$ cat config.mk
export PLATFORM = sky130hd
export DESIGN_NAME = keypad_hex_entry
export DESIGN_NICKNAME = d
export VERILOG_FILES = /design/src/rtl/io_pkg.sv /design/src/rtl/tick_gen.sv /design/src/rtl/keypad_hex_entry.sv
export SDC_FILE = /design/constraint.sdc
export NUM_CORES = 1
export LEC_CHECK = 0
export CORE_ASPECT_RATIO = 2
export CORE_MARGIN = 1
export CORE_UTILIZATION = 35
export DETAILED_ROUTE_END_ITERATION = 10
export PLACE_DENSITY_LB_ADDON = 0.1
export SYNTH_ARGS = -nofsm -noshare
export SYNTH_HDL_FRONTEND = slang
export SYNTH_SLANG_ARGS = --single-unit
export TNS_END_PERCENT = 20
$ cat constraint.sdc
create_clock -name clk -period 2.79 [get_ports clk]
set_input_delay 0.6975 -clock clk [delete_from_list [all_inputs] [get_ports clk]]
set_output_delay 0.6975 -clock clk [all_outputs]
set_load 0.1 [all_outputs]
$ cat src/rtl/io_pkg.sv
// io_pkg: constants and types shared by keypad and display blocks.
// Holds FSM encodings, scan divider default and a row priority helper.
package io_pkg;

  localparam int SCAN_DIV_DEF = 100000;
  localparam int KP_W         = 4;

  typedef enum logic [1:0] {
    ST_SCAN     = 2'd0,
    ST_DEBOUNCE = 2'd1,
    ST_HOLD     = 2'd2
  } kp_state_t;

  // Lowest-index low row wins when several are pressed.
  function automatic logic [1:0] first_low(input logic [KP_W-1:0] r);
    if (!r[0])      return 2'd0;
    else if (!r[1]) return 2'd1;
    else if (!r[2]) return 2'd2;
    else            return 2'd3;
  endfunction

endpackage

$ cat src/rtl/tick_gen.sv
// tick_gen: free-running divider, one-cycle tick every DIV clocks.
// Shared by keypad scan and display multiplex timing.
module tick_gen
  import io_pkg::*;
#(
  parameter int DIV = SCAN_DIV_DEF
) (
  input  logic clk,
  input  logic rst,
  output logic tick
);

  localparam int W = (DIV > 1) ? $clog2(DIV) : 1;

  logic [W-1:0] r_cnt;
  logic         w_last;

  assign w_last = (r_cnt == W'(DIV - 1));
  assign tick   = w_last;

  // Count 0..DIV-1 and wrap on the tick cycle.
  always_ff @(posedge clk) begin
    if (rst)         r_cnt <= '0;
    else if (w_last) r_cnt <= '0;
    else             r_cnt <= r_cnt + 1'b1;
  end

endmodule

$ cat src/rtl/keypad_hex_entry.sv
// keypad_hex_entry: 4x4 keypad scanner with debounce and hex entry.
// Accepted keys shift into a 16-bit register for display echo.
module keypad_hex_entry
  import io_pkg::*;
#(
  parameter int SCAN_DIV       = SCAN_DIV_DEF,
  parameter int DEBOUNCE_TICKS = 20
) (
  input  logic            clk,
  input  logic            rst,
  input  logic [KP_W-1:0] row,
  output logic [KP_W-1:0] col,
  input  logic            clr,
  output logic            key_valid,
  output logic [3:0]      key_code,
  output logic [15:0]     entry_data,
  output logic [2:0]      digit_count
);

  localparam int CW = $clog2(DEBOUNCE_TICKS + 1);
  localparam logic [CW-1:0] DT_M = CW'(DEBOUNCE_TICKS);

  logic [KP_W-1:0] r_row_m;
  logic [KP_W-1:0] r_row_s;
  kp_state_t       r_state;
  kp_state_t       w_state_n;
  logic [1:0]      r_col;
  logic [1:0]      w_col_n;
  logic [1:0]      r_row_idx;
  logic [1:0]      w_row_n;
  logic [CW-1:0]   r_cnt;
  logic [CW-1:0]   w_cnt_n;
  logic [CW-1:0]   w_cnt_inc;
  logic            w_tick;
  logic            w_strobe;
  logic            w_idle;

  tick_gen #(.DIV(SCAN_DIV)) u_tick (
    .clk  (clk),
    .rst  (rst),
    .tick (w_tick)
  );

  assign w_cnt_inc = r_cnt + 1'b1;
  assign w_idle    = (r_row_s == 4'hF);
  assign col       = ~(4'b0001 << r_col);

  // Two-flop synchronizer for the asynchronous row lines.
  always_ff @(posedge clk) begin
    if (rst) begin
      r_row_m <= '1;
      r_row_s <= '1;
    end else begin
      r_row_m <= row;
      r_row_s <= r_row_m;
    end
  end

  // Scan/debounce/hold next-state and strobe decode.
  always_comb begin
    w_state_n = r_state;
    w_col_n   = r_col;
    w_row_n   = r_row_idx;
    w_cnt_n   = r_cnt;
    w_strobe  = 1'b0;
    unique case (r_state)
      ST_SCAN: begin
        if (w_tick) begin
          if (!w_idle) begin
            w_row_n   = first_low(r_row_s);
            w_cnt_n   = '0;
            w_state_n = ST_DEBOUNCE;
          end else begin
            w_col_n = r_col + 2'd1;
          end
        end
      end
      ST_DEBOUNCE: begin
        if (w_tick) begin
          if (!r_row_s[r_row_idx]) begin
            if (w_cnt_inc == DT_M) begin
              w_strobe  = 1'b1;
              w_cnt_n   = '0;
              w_state_n = ST_HOLD;
            end else begin
              w_cnt_n = w_cnt_inc;
            end
          end else begin
            w_cnt_n   = '0;
            w_state_n = ST_SCAN;
          end
        end
      end
      ST_HOLD: begin
        if (w_tick) begin
          if (w_idle) begin
            if (w_cnt_inc == DT_M) begin
              w_cnt_n   = '0;
              w_state_n = ST_SCAN;
            end else begin
              w_cnt_n = w_cnt_inc;
            end
          end else begin
            w_cnt_n = '0;
          end
        end
      end
      default: begin
        w_state_n = ST_SCAN;
        w_cnt_n   = '0;
      end
    endcase
  end

  // FSM state, frozen column, latched row and shared counter.
  always_ff @(posedge clk) begin
    if (rst) begin
      r_state   <= ST_SCAN;
      r_col     <= 2'd0;
      r_row_idx <= 2'd0;
      r_cnt     <= '0;
    end else begin
      r_state   <= w_state_n;
      r_col     <= w_col_n;
      r_row_idx <= w_row_n;
      r_cnt     <= w_cnt_n;
    end
  end

  // Strobe, held key code and shifting entry register; clr wins.
  always_ff @(posedge clk) begin
    if (rst) begin
      key_valid   <= 1'b0;
      key_code    <= 4'h0;
      entry_data  <= 16'h0;
      digit_count <= 3'd0;
    end else begin
      key_valid <= w_strobe;
      if (w_strobe) key_code <= {r_row_idx, r_col};
      if (clr) begin
        entry_data  <= 16'h0;
        digit_count <= 3'd0;
      end else if (w_strobe) begin
        entry_data  <= {entry_data[11:0], r_row_idx, r_col};
        digit_count <= (digit_count == 3'd4) ? 3'd4
                                             : digit_count + 3'd1;
      end
    end
  end

endmodule

* Word level (Yosys, flattened, before mapping)
Cells that the tools add are included.
Storage, ports and cells: flip-flop bits (word level) 60
Cells by class: add/subtract/negate cells 4, $lt $le $gt $ge 1, equality and inequality tests 13, shift operators 1, muxes and demuxes 27, bitwise logic cells 2, reduce and logical (&&, ||, !) cells 7
Operators by type and width (count):
- two-way mux 5 bit | 7
- two-way mux 2 bit | 10
- adder 17 x 1 -> 17 bit (second input constant) | 1
- equality test 17 bit (second input constant) | 1
- one-hot mux 5 bit (3 select lines) | 1
- AND reduction 7 bit | 1
- two-way mux 1 bit | 6
- != test 2 x 1 -> 1 bit (second input constant) | 3
- != test 2 bit (second input constant) | 3
- one-hot mux 2 bit (3 select lines) | 1
- AND reduction 3 bit | 2
- adder 5 x 1 -> 5 bit (second input constant) | 1
- equality test 5 bit (second input constant) | 1
- equality test 4 bit (second input constant) | 1
- inverter 4 bit | 1
- AND reduction 4 bit | 1
- OR reduction 2 bit | 2
- left shift 1 x 2 -> 4 bit (first input constant) | 1
- adder 3 x 1 -> 3 bit (second input constant) | 1
- equality test 3 bit (second input constant) | 1
- < comparator 2 x 3 -> 1 bit (second input constant) | 1
- two-way mux 3 bit | 1
- != test 3 bit (second input constant) | 1
- adder 2 x 1 -> 2 bit (second input constant) | 1
- other kinds (5) | 5

* Logic depth before layout (Yosys ltp)
depth after elaboration 6, gate-level depth with buffers 8, depth with buffers taken out 7

* Modules after synthesis
From an unflattened synthesis, not the netlist that was laid out.
Second synthesis, totals: cells, all modules 308, area, all modules 2692.6 sq um
By module, submodules not included:
- keypad_hex_entry | instances 1, cells an instance 224, area an instance 1909.3 sq um
- tick_gen | instances 1, cells an instance 84, area an instance 783.3 sq um

* Least setup slack after synthesis
OpenSTA, ideal clock, no wires.
path kind register to register, from reg u_tick.r_cnt[0], to reg r_cnt[0], arrival 1.898 ns, required time 2.719 ns, setup slack 0.821 ns, stages on the path, launching flop included 8, period minus slack after synthesis 1.969 ns, cell sequence dfxtp_1 > ha_1 > and4_1 > and4_1 > clkbuf_1 > nand3_1 > a2111o_1 > a21oi_1
Between the ends: word-level cells in the longest chain between the ends 3, elaborated cells between the ends (all ways) 5, those cells by class eq/ne (4); reduce/logical (1)
RTL lines:
- start, declared | RTL line tick_gen.sv:15 | logic [W-1:0] r_cnt;
- start signal, assigned | RTL line tick_gen.sv:25 | else r_cnt <= r_cnt + 1'b1;
- equality test 17 bit (*) | RTL line tick_gen.sv:18 | assign w_last = (r_cnt == W'(DIV - 1));
- != test 2 x 1 -> 1 bit (no source line)
- AND reduction 4 bit (no source line) (*)
- end signal, assigned | RTL line keypad_hex_entry.sv:126 | r_cnt <= w_cnt_n;
- end, declared | RTL line keypad_hex_entry.sv:31 | logic [CW-1:0] r_cnt;
Mark *: on every way between the ends. The rest lies on a longest branch, timed or not. A chain may end at the register's enable or synchronous reset.

* Final worst setup path
Same ends and word-level chain as after synthesis.

==> results.ini <==
[run_status]
status=completed

[cells_and_area]
n_fill_cell=755
n_antenna_cell=0
drive_gt1_frac=0.1943
fin_area_um2=3436
area_growth_pct=27.60
fin_nets=363

[pwr]
ir_drop_mv=0.3754
switchingPower_uw=414.3
p_seq_frac=0.386
power_frac_comb=0.021
pwr_density_cell_nw_per_um2=659.2
switching_share=0.1829
internal_power_uw=1850
clkPwrFrac=0.593
p_leak_uw=0.001310

[synth]
async_flop_share=0
synth_area_um2=2693
synthesis.nets=323
synth_edf_count=0
synth_common_cells=dfxtp_1, nand2_1, a21oi_1, nor2_1, inv_1
synth_top_area_frac=0.4461
yosys_warnings=0
synth.distinct_cells=47
netlist_instances=305
yosys_register_bits=60
synthMostInstantiatedCell=dfxtp_1
synth-main-ff-cell=dfxtp_1
yosys.area.top_type=dfxtp_1
post_synth.cell_area_avg_um2=8.828
netlist_top_cells_area=dfxtp_1, nand2_1, a21oi_1, ha_1, nor2_1
ys_seq_area_frac=0.4461

[clock_network]
root_buffer=clkbuf_16
cts.sinks=60
cts_tree=built
cts_buffers=9
htreeDepth=3
post-cts-setup-buffers=0
cts-hold-fix-buffers=0
clk_latency_ns=0.33
cts_buffer_depth=2
post_cts_resized=0
clk_pin_slew_ns=0.05

[critical_path]
worst_setup_path_start_kind=flip-flop
path_buf_inv=0
end_kind=flip-flop
cp-startpoint=u_tick.r_cnt[0]
cp_top_family=simple AND/OR/NAND/NOR gates
cpPeakStageDelay_ns=0.46
cp.arrival_ns=2.48
cpMostUsedCell=and4_1
required_ns=3.05
r2r_slack_ns=0.57
cp_cell_sequence=ha_1, and4_1, and4_1, nand3_1, a2111o_1, a21oi_1
cp_max_fo=9
crit_type=flip-flop to flip-flop
slowest_stage=a2111o_1
crit-reg2reg-launch=u_tick.r_cnt[0]

[sta]
worst_pin_slew_ns=0.5317
finalCritPeriodShare=0.7973
rsz0062_at_grt=no
period_needed_ns=2.225
setup_tns_ns=0
drv_slew=0
finalHoldViolations=0
slew_headroom=0.6444
fin_skew_ns=0.006348
setup_viol=0
timing.fmax_mhz=449.5

[drt]
wl_mm=6.018
via_per_inst=4.986
drt-initial-drc-count=83
wl_per_cell_um=13.62
dr_total_vias=2204
drc_errors=0
drt_first_pass_iters=4
antenna_left=0

[floorplan]
die_area_um2=8069
core_area_um2=7377
die_h_um=126.0
rows=44
die_w_um=64.02
ioPinCount=35
start_util=0.3650

[global_routing]
antenna_found_initial=0
grt_pass1_vias=2081
grt_use_total=0.1647
grt_max_degree=23
grt_overflow_total=0
grt_pass1_wl_mm=9.908

[placed_design]
dpl_cell_area_um2=3070
numPortBuffers=34
dp_hpwl_mm=4.621
place_congestion=0.8030

[flow_run]
drv_cap=0

[hold_path]
hold_path_class=flip-flop to flip-flop
min_from=r_row_m[2]

-- logic make-up after synthesis --
group                      share of synthesized area
xor gates and xnor gates                     0.05205
DFF                                           0.4461
buffers and inverters                        0.04461
and+or+nand+nor                               0.2709
adders and majority gates                    0.05111
AOI/OAI and AO/OA                             0.1194
muxes                                        0.01580
-- worst register-to-register path, stage by stage, from the launching register on --
cell and delay [ns]:
dfxtp_1 0.38, ha_1 0.24, and4_1 0.29, and4_1 0.33
nand3_1 0.32, a2111o_1 0.46, a21oi_1 0.14
-- flip-flops by register name (all words and copies together) (netlist names) --
register / count
r_cnt: 5
r_row_s: 4
digit_count: 3
u_tick.r_cnt: 17
r_state: 2
entry_data: 16
key_code: 4
r_col: 2
r_row_idx: 2
key_valid: 1
r_row_m: 4
-- final timing paths --
| kind | endpoint | depth (start not counted) |
|---|---|---|
| worst max-delay path | r_cnt[0] | 6 |
| worst min-delay path | r_row_s[2] | 1 |
| worst min register to register | r_row_s[2] | 1 |
| worst max register to register | r_cnt[0] | 6 |
-- per-layer routing --
layer  part of all wire  global-route usage
met4              0.040              0.1123
met1               0.37              0.1558
met5                  0                   0
met2               0.56              0.2979
met3              0.030             0.04438
-- metrics by stage --
step	util	std cells	worst slack (ns)	hold slack [ns]	power [µW]
final	0.4657	442	0.5654	0.4005	2265
after global routing	0.4657	442	0.3855	0.4089	2335
after CTS	0.4657	442	0.5486	0.4030	2292
after detailed placement	0.4162	426	0.5639	0.3940	940.0
after global placement	0.4162	426	0.5598	0.3919	940.1
after floorplan	-	305	0.8212	0.3895	919.0
-- final cells by class --
type | instances | area [µm²] | share of cell area
multi-input combinational | 216 | 1371 | 0.3991
sequential | 60 | 1201 | 0.3496
timing repair buffer | 40 | 315.3 | 0.09177
clock buffer | 10 | 229.0 | 0.06664
clock inverter | 6 | 136.4 | 0.03969
tap | 92 | 115.1 | 0.03350
inverter | 18 | 67.56 | 0.01966
-- power by group through the flow --
stage               Clock, µW  Combinational (µW)  Sequential [µW]
global placement            0                48.8              891
finish                   1340                47.5              874
floorplan                   0                29.3              890
global route             1410                51.9              874
detailed placement          0                48.3              892
CTS                      1370                48.6              873
-- layout by cell type (no fill, tap or decap), types with 2 or more instances in the layout --
cell	instances
dfxtp_1	60
nand2_1	48
buf_4	34
a21oi_1	33
nor2_1	27
inv_1	18
nand3_1	12
ha_1	11
or2_2	9
xor2_1	9
clkbuf_16	9
nand4_1	7
and3_1	7
xnor2_1	7
clkdlybuf4s50_1	6
o21ai_0	5
and4_1	4
bufinv_16	4
nor3_1	3
nor2b_1	2
nor4_4	2
a2111o_1	2
mux2i_1	2
o2bb2ai_1	2
Power figures use the tool's default switching activity.
